===== src/rtl/axi_burst_cmd_seq.sv =====
`default_nettype none
// +----------------------------------------------------------------------------+
// | axi_burst_cmd_seq: queues burst commands, issues them one at a time to the |
// | AXI Master, snoops R/B completion and returns one response each. Rev 1.0   |
// +----------------------------------------------------------------------------+
module axi_burst_cmd_seq #(
  parameter int DEPTH   = 4,
  parameter int TIMEOUT = 255
) (
  input  logic         clk,
  input  logic         rst,
  input  logic         cmd_valid,
  output logic         cmd_ready,
  input  logic         cmd_write,
  input  logic [7:0]   cmd_addr,
  input  logic [3:0]   cmd_len,
  input  logic [3:0]   cmd_id,
  input  logic [127:0] cmd_wdata,
  output logic         en,
  output logic         en_,
  output logic [15:0]  tb_R,
  output logic [15:0]  tb_W,
  output logic [127:0] INDATA,
  input  logic         RVALID,
  input  logic         RREADY,
  input  logic         RLAST,
  input  logic [7:0]   RDATA,
  input  logic         BVALID,
  input  logic         BREADY,
  input  logic [4:0]   BRESP,
  output logic         rsp_valid,
  input  logic         rsp_ready,
  output logic         rsp_write,
  output logic [3:0]   rsp_id,
  output logic [127:0] rsp_rdata,
  output logic [4:0]   rsp_bresp,
  output logic         rsp_err
);

  localparam int              AW       = $clog2(DEPTH);
  localparam int              EW       = 145;
  localparam logic [AW:0]     FULL_CNT = (AW+1)'(DEPTH);
  localparam logic [7:0]      TMO      = 8'(TIMEOUT);

  typedef enum logic [2:0] {
    S_IDLE   = 3'd0,
    S_ISSUE  = 3'd1,
    S_WAIT_R = 3'd2,
    S_WAIT_B = 3'd3,
    S_RESP   = 3'd4
  } state_t;

  logic [EW-1:0]  mem_q [DEPTH];
  logic [EW-1:0]  mem_d [DEPTH];
  logic [AW-1:0]  wr_ptr_q, wr_ptr_d, rd_ptr_q, rd_ptr_d;
  logic [AW:0]    count_q, count_d;
  state_t         state_q, state_d;
  logic           en_r_q, en_r_d, en_w_q, en_w_d;
  logic [15:0]    tb_r_q, tb_r_d, tb_w_q, tb_w_d;
  logic [127:0]   indata_q, indata_d, rdata_q, rdata_d;
  logic [7:0]     timer_q, timer_d;
  logic [4:0]     beat_q, beat_d, beat_nx;
  logic [3:0]     len_q, len_d;
  logic [4:0]     bresp_q, bresp_d;
  logic           rsp_valid_q, rsp_valid_d, rsp_write_q, rsp_write_d, rsp_err_q, rsp_err_d;
  logic [3:0]     rsp_id_q, rsp_id_d;

  logic           do_push, do_pop, empty, full;
  logic           head_write;
  logic [7:0]     head_addr;
  logic [3:0]     head_len, head_id;
  logic [127:0]   head_wdata;

  assign empty   = (count_q == '0);
  assign full    = (count_q == FULL_CNT);
  assign do_pop  = (state_q == S_IDLE) && !empty;
  // A full FIFO still accepts when the head leaves in the same cycle.
  assign cmd_ready = !rst && (!full || do_pop);
  assign do_push = cmd_valid && cmd_ready;
  assign {head_write, head_addr, head_len, head_id, head_wdata} = mem_q[rd_ptr_q];

  assign en        = en_r_q;
  assign en_       = en_w_q;
  assign tb_R      = tb_r_q;
  assign tb_W      = tb_w_q;
  assign INDATA    = indata_q;
  assign rsp_valid = rsp_valid_q;
  assign rsp_write = rsp_write_q;
  assign rsp_id    = rsp_id_q;
  assign rsp_rdata = rdata_q;
  assign rsp_bresp = bresp_q;
  assign rsp_err   = rsp_err_q;

  always_comb begin
    for (int i = 0; i < DEPTH; i++) mem_d[i] = mem_q[i];
    wr_ptr_d    = wr_ptr_q;
    rd_ptr_d    = rd_ptr_q;
    count_d     = count_q;
    state_d     = state_q;
    en_r_d      = 1'b0;
    en_w_d      = 1'b0;
    tb_r_d      = tb_r_q;
    tb_w_d      = tb_w_q;
    indata_d    = indata_q;
    rdata_d     = rdata_q;
    timer_d     = timer_q;
    beat_d      = beat_q;
    beat_nx     = beat_q;
    len_d       = len_q;
    bresp_d     = bresp_q;
    rsp_valid_d = rsp_valid_q;
    rsp_write_d = rsp_write_q;
    rsp_err_d   = rsp_err_q;
    rsp_id_d    = rsp_id_q;

    if (do_push) begin
      mem_d[wr_ptr_q] = {cmd_write, cmd_addr, cmd_len, cmd_id, cmd_wdata};
      wr_ptr_d        = wr_ptr_q + AW'(1);
    end
    if (do_pop) rd_ptr_d = rd_ptr_q + AW'(1);
    case ({do_push, do_pop})
      2'b10:   count_d = count_q + (AW+1)'(1);
      2'b01:   count_d = count_q - (AW+1)'(1);
      default: count_d = count_q;
    endcase

    case (state_q)
      S_IDLE: begin
        if (!empty) begin
          rsp_write_d = head_write;
          rsp_id_d    = head_id;
          len_d       = head_len;
          rdata_d     = '0;
          bresp_d     = '0;
          beat_d      = '0;
          timer_d     = '0;
          rsp_err_d   = 1'b0;
          if (head_len == 4'd0) begin
            state_d     = S_RESP;
            rsp_valid_d = 1'b1;
            rsp_err_d   = 1'b1;
          end else begin
            state_d = S_ISSUE;
            if (head_write) begin
              en_w_d   = 1'b1;
              tb_w_d   = {head_addr, head_len, head_id};
              indata_d = head_wdata;
            end else begin
              en_r_d = 1'b1;
              tb_r_d = {head_addr, head_len, head_id};
            end
          end
        end
      end
      S_ISSUE: begin
        timer_d = '0;
        state_d = rsp_write_q ? S_WAIT_B : S_WAIT_R;
      end
      S_WAIT_R: begin
        timer_d = timer_q + 8'd1;
        if (RVALID && RREADY) begin
          // Beat counter saturates at 16, so any overrun also mismatches len.
          if (!beat_q[4]) begin
            rdata_d[{beat_q[3:0], 3'b000} +: 8] = RDATA;
            beat_nx = beat_q + 5'd1;
          end
          beat_d = beat_nx;
          if (RLAST) begin
            state_d     = S_RESP;
            rsp_valid_d = 1'b1;
            rsp_err_d   = (beat_nx != {1'b0, len_q});
          end
        end
        if (state_d == S_WAIT_R && timer_q == TMO) begin
          state_d     = S_RESP;
          rsp_valid_d = 1'b1;
          rsp_err_d   = 1'b1;
        end
      end
      S_WAIT_B: begin
        timer_d = timer_q + 8'd1;
        if (BVALID && BREADY) begin
          bresp_d     = BRESP;
          state_d     = S_RESP;
          rsp_valid_d = 1'b1;
          rsp_err_d   = 1'b0;
        end else if (timer_q == TMO) begin
          state_d     = S_RESP;
          rsp_valid_d = 1'b1;
          rsp_err_d   = 1'b1;
        end
      end
      S_RESP: begin
        if (rsp_ready) begin
          rsp_valid_d = 1'b0;
          state_d     = S_IDLE;
          tb_r_d      = '0;
          tb_w_d      = '0;
          indata_d    = '0;
        end
      end
      default: state_d = S_IDLE;
    endcase
  end

  always_ff @(posedge clk or posedge rst) begin
    if (rst) begin
      for (int i = 0; i < DEPTH; i++) mem_q[i] <= '0;
      wr_ptr_q    <= '0;
      rd_ptr_q    <= '0;
      count_q     <= '0;
      state_q     <= S_IDLE;
      en_r_q      <= 1'b0;
      en_w_q      <= 1'b0;
      tb_r_q      <= '0;
      tb_w_q      <= '0;
      indata_q    <= '0;
      rdata_q     <= '0;
      timer_q     <= '0;
      beat_q      <= '0;
      len_q       <= '0;
      bresp_q     <= '0;
      rsp_valid_q <= 1'b0;
      rsp_write_q <= 1'b0;
      rsp_err_q   <= 1'b0;
      rsp_id_q    <= '0;
    end else begin
      for (int i = 0; i < DEPTH; i++) mem_q[i] <= mem_d[i];
      wr_ptr_q    <= wr_ptr_d;
      rd_ptr_q    <= rd_ptr_d;
      count_q     <= count_d;
      state_q     <= state_d;
      en_r_q      <= en_r_d;
      en_w_q      <= en_w_d;
      tb_r_q      <= tb_r_d;
      tb_w_q      <= tb_w_d;
      indata_q    <= indata_d;
      rdata_q     <= rdata_d;
      timer_q     <= timer_d;
      beat_q      <= beat_d;
      len_q       <= len_d;
      bresp_q     <= bresp_d;
      rsp_valid_q <= rsp_valid_d;
      rsp_write_q <= rsp_write_d;
      rsp_err_q   <= rsp_err_d;
      rsp_id_q    <= rsp_id_d;
    end
  end

endmodule
`default_nettype wire

===== config.mk =====
export PLATFORM = sky130hd
export DESIGN_NAME = axi_burst_cmd_seq
export DESIGN_NICKNAME = d
export VERILOG_FILES = /design/src/rtl/axi_burst_cmd_seq.sv
export SDC_FILE = /design/constraint.sdc
export NUM_CORES = 2
export LEC_CHECK = 0
export ABC_AREA = 1
export CORE_ASPECT_RATIO = 1.25
export CORE_MARGIN = 2
export CORE_UTILIZATION = 30
export DETAILED_ROUTE_END_ITERATION = 7
export GPL_ROUTABILITY_DRIVEN = 0
export GPL_TIMING_DRIVEN = 0
export PLACE_DENSITY = 0.49
export SYNTH_ARGS = -nofsm -noshare
export SYNTH_HDL_FRONTEND = slang
export SYNTH_SLANG_ARGS = --single-unit

===== constraint.sdc =====
create_clock -name clk -period 44.8 [get_ports clk]
set_clock_uncertainty 0.2 [all_clocks]
set_input_delay 13.44 -clock clk [delete_from_list [all_inputs] [get_ports clk]]
set_output_delay 13.44 -clock clk [all_outputs]
set_load 0.01 [all_outputs]

==> impl_metrics.yaml <==
clock_tree:
  numCtsBuffers: 99
  cts_resized: 0
  cts_max_level: 3
  cts_hold_buf: 0
  clk_latency_ns: 0.71
  cts_setup_buffers: 0
  clock-sinks: 909
  root_buffer: "clkbuf_16"
  cts_buffer_depth: 3
  path_clk_slew_ns: 0.06
  cts_tree: "done"
timing:
  min_period_over_period: 0.639
  setup_violations: 0
  tightest_slew_ns: 1.33
  slew_viol_final: 0
  slew_headroom: 0.111
  finalHoldViolations: 0
  layout_setup_ws_ns: 16.18
  max_freq_mhz: 34.9
  period_needed_ns: 28.62
  rsz0062_at_grt: "no"
synth:
  yosysSeqAreaShare: 0.564
  synth_edf_count: 0
  syn_area_sq_um: 40300
  syn_inst: 4828
  yosys_warnings: 0
  ys_ff_latch: 909
  synth-main-ff-cell: "dfrtp_1"
  synth_nets: 5006
  synthArstFlopShare: 1.00
  avgSynthCellArea_sq_um: 8.35
  ys_types: 38
die:
  pin_count: 470
  rows: 150
  start_util: 0.302
  fp.dieArea_sq_um: 137000
  core-area_sq_um: 134000
  die_y_microns: 414
  die_w_microns: 332
place:
  place_inst: 7054
  port_buffers: 469
  place_area_sq_um: 47500
  pre_cts_ws_ns: 16.18
  dp_hpwl_mm: 113
layout:
  fin_area_sq_um: 51000
  n_fill_cell: 13900
  fin_cells: 7244
  drive_gt1_frac: 0.0682
  nNetsFinal: 5585
  area_delta_synth_final_pct: 26.5
min_path:
  hold_class: "reg -> reg"
  min-delay-start: "tb_R[1]$_DFFE_PP0P_"
setup_path:
  setup.worst_path.start: "rst"
  cp-end-kind: "output port"
  crit_path_start_kind: "input pin"
  cp.required_ns: 31.16
  arrival_ns: 14.98
  criticalPathCategory: "in -> out"
  crit_path_max_fanout: 2
  rr_startpoint: "state_q[1]$_DFFE_PP0P_"
routing:
  routed_wl_mm: 157
  drc: 0
  vias_per_cell: 4.97
  drt_iter0_markers: 2790
  drtPass1Iterations: 6
  drtAntennaViolNets: 0
  dr_total_vias: 36000
  routedWlPerCell_microns: 21.7
grt:
  antenna_found_initial: 32
  grt_start_max_net_pins: 119
  grt_pass1_vias: 36000
  grt_overflow: 0
  grt_pass1_wl_mm: 235
  track_usage: 0.226
flow_run:
  drv_cap: 0
status:
  status: "complete, no violations"
power_and_ir_drop:
  ir_drop_uv: 40.3
  p_leak_nw: 23.2
  p_per_area_nw_per_um2: 74.0
final cells by class:
class / instances / area [sq um] / area share
Sequential cell: 909 / 22700 / 0.446
Multi-Input combinational cell: 3304 / 15000 / 0.293
Timing Repair Buffer: 478 / 4940 / 0.0969
Clock buffer: 147 / 3030 / 0.0594
Tap cell: 1748 / 2190 / 0.0429
Buffer: 340 / 1580 / 0.0310
Inverter: 275 / 1040 / 0.0204
Clock inverter: 33 / 503 / 0.00986
Antenna cell: 10 / 25.0 / 0.000490
critical path, stage by stage:
cell	delay (ns)
clkdlybuf4s50_1	0.56
a41oi_2	0.29
clkdlybuf4s50_1	0.69
through the flow:
step	TNS [ns]	util	hold WS [ns]	power, mW
2_1_floorplan	0	-	0.245	2.21
3_3_place_gp	-6687.45	0.353	0.258	2.89
3_5_place_dp	0	0.355	0.259	2.90
4_1_cts	0	0.382	0.273	3.81
5_1_grt	0	0.382	0.300	4.04
6_report	0	0.382	0.269	3.77
power breakdown:
group / total, mW / internal [mW] / leakage (nW) / switching [mW]
sequential: 1.30 / 1.14 / 11.6 / 0.153
clock: 0.891 / 0.530 / 1.74 / 0.361
combinational: 1.59 / 0.502 / 9.90 / 1.09
cells by family after synthesis:
group                      after synthesis  synth area share
AOI/OAI and AO/OA                     1329             0.168
xor gates and xnor gates                 7           0.00171
adders and majority gates               11           0.00360
buffers and inverters                  615            0.0648
DFF                                    909             0.564
and+or+nand+nor                       1957             0.197
routing by layer:
metal	GRT usage	routed length, microns	part of all wire
met5	0	167	0.0011
met4	0.0933	5900	0.038
met3	0.0414	8830	0.056
met2	0.386	76600	0.49
met1	0.281	65500	0.42
worst paths after layout:
path | end | slack [ns] | cells past startpoint
max | cmd_ready | 16.18 | 3
min | tb_R[1]$_DFFE_PP0P_ | 0.27 | 2
max reg2reg | tb_W[9]$_DFFE_PP0P_ | 40.68 | 9
min reg2reg | tb_R[1]$_DFFE_PP0P_ | 0.27 | 2
max in group asynchronous | tb_W[15]$_DFFE_PP0P_ | 29.17 | 5
min in group asynchronous | mem_q[105]$_DFFE_PP0P_ | 13.20 | 2
sequential cells by signal, summed over array words and instances, names as in the netlist, 4 cells and up:
| register | count |
|---|---|
| rsp_rdata | 128 |
| tb_W | 16 |
| timer_q | 8 |
| rsp_id | 4 |
| rsp_bresp | 5 |
| INDATA | 128 |
| mem_q | 580 |
| beat_q | 5 |
| len_q | 4 |
| tb_R | 16 |
layout by cell type, fill, tap and decap left out, types with 34 or more instances in the layout:
cell / instances
o21ai_0: 747
buf_2: 92
o22ai_1: 55
a21oi_1: 430
nand2_1: 1533
nor2_1: 44
o21ai_1: 82
clkbuf_16: 100
clkdlybuf4s50_1: 469
dfrtp_1: 909
buf_4: 34
nand3_1: 333
clkbuf_8: 35
clkbuf_1: 189
inv_1: 256
cells in the mapped netlist (7+ instances only):
master    number  area (sq um)
nand2_1     1533          5750
dfrtp_1      909         22700
o21ai_0      747          3740
a21oi_1      430          2150
nand3_1      333          1670
inv_1        257           965
clkbuf_1     178           668
buf_2         92           460
o21ai_1       82           410
o22ai_1       55           344
nor2_1        44           165
buf_4         34           255
buf_1         27           101
inv_2         18          67.6
nand3_2       14           140
ha_1          10           125
nand4_1        9          56.3
buf_6          8          90.1
nor2_2         8          50.1
a21oi_2        7          61.3
Power figures use the tool's default switching activity.
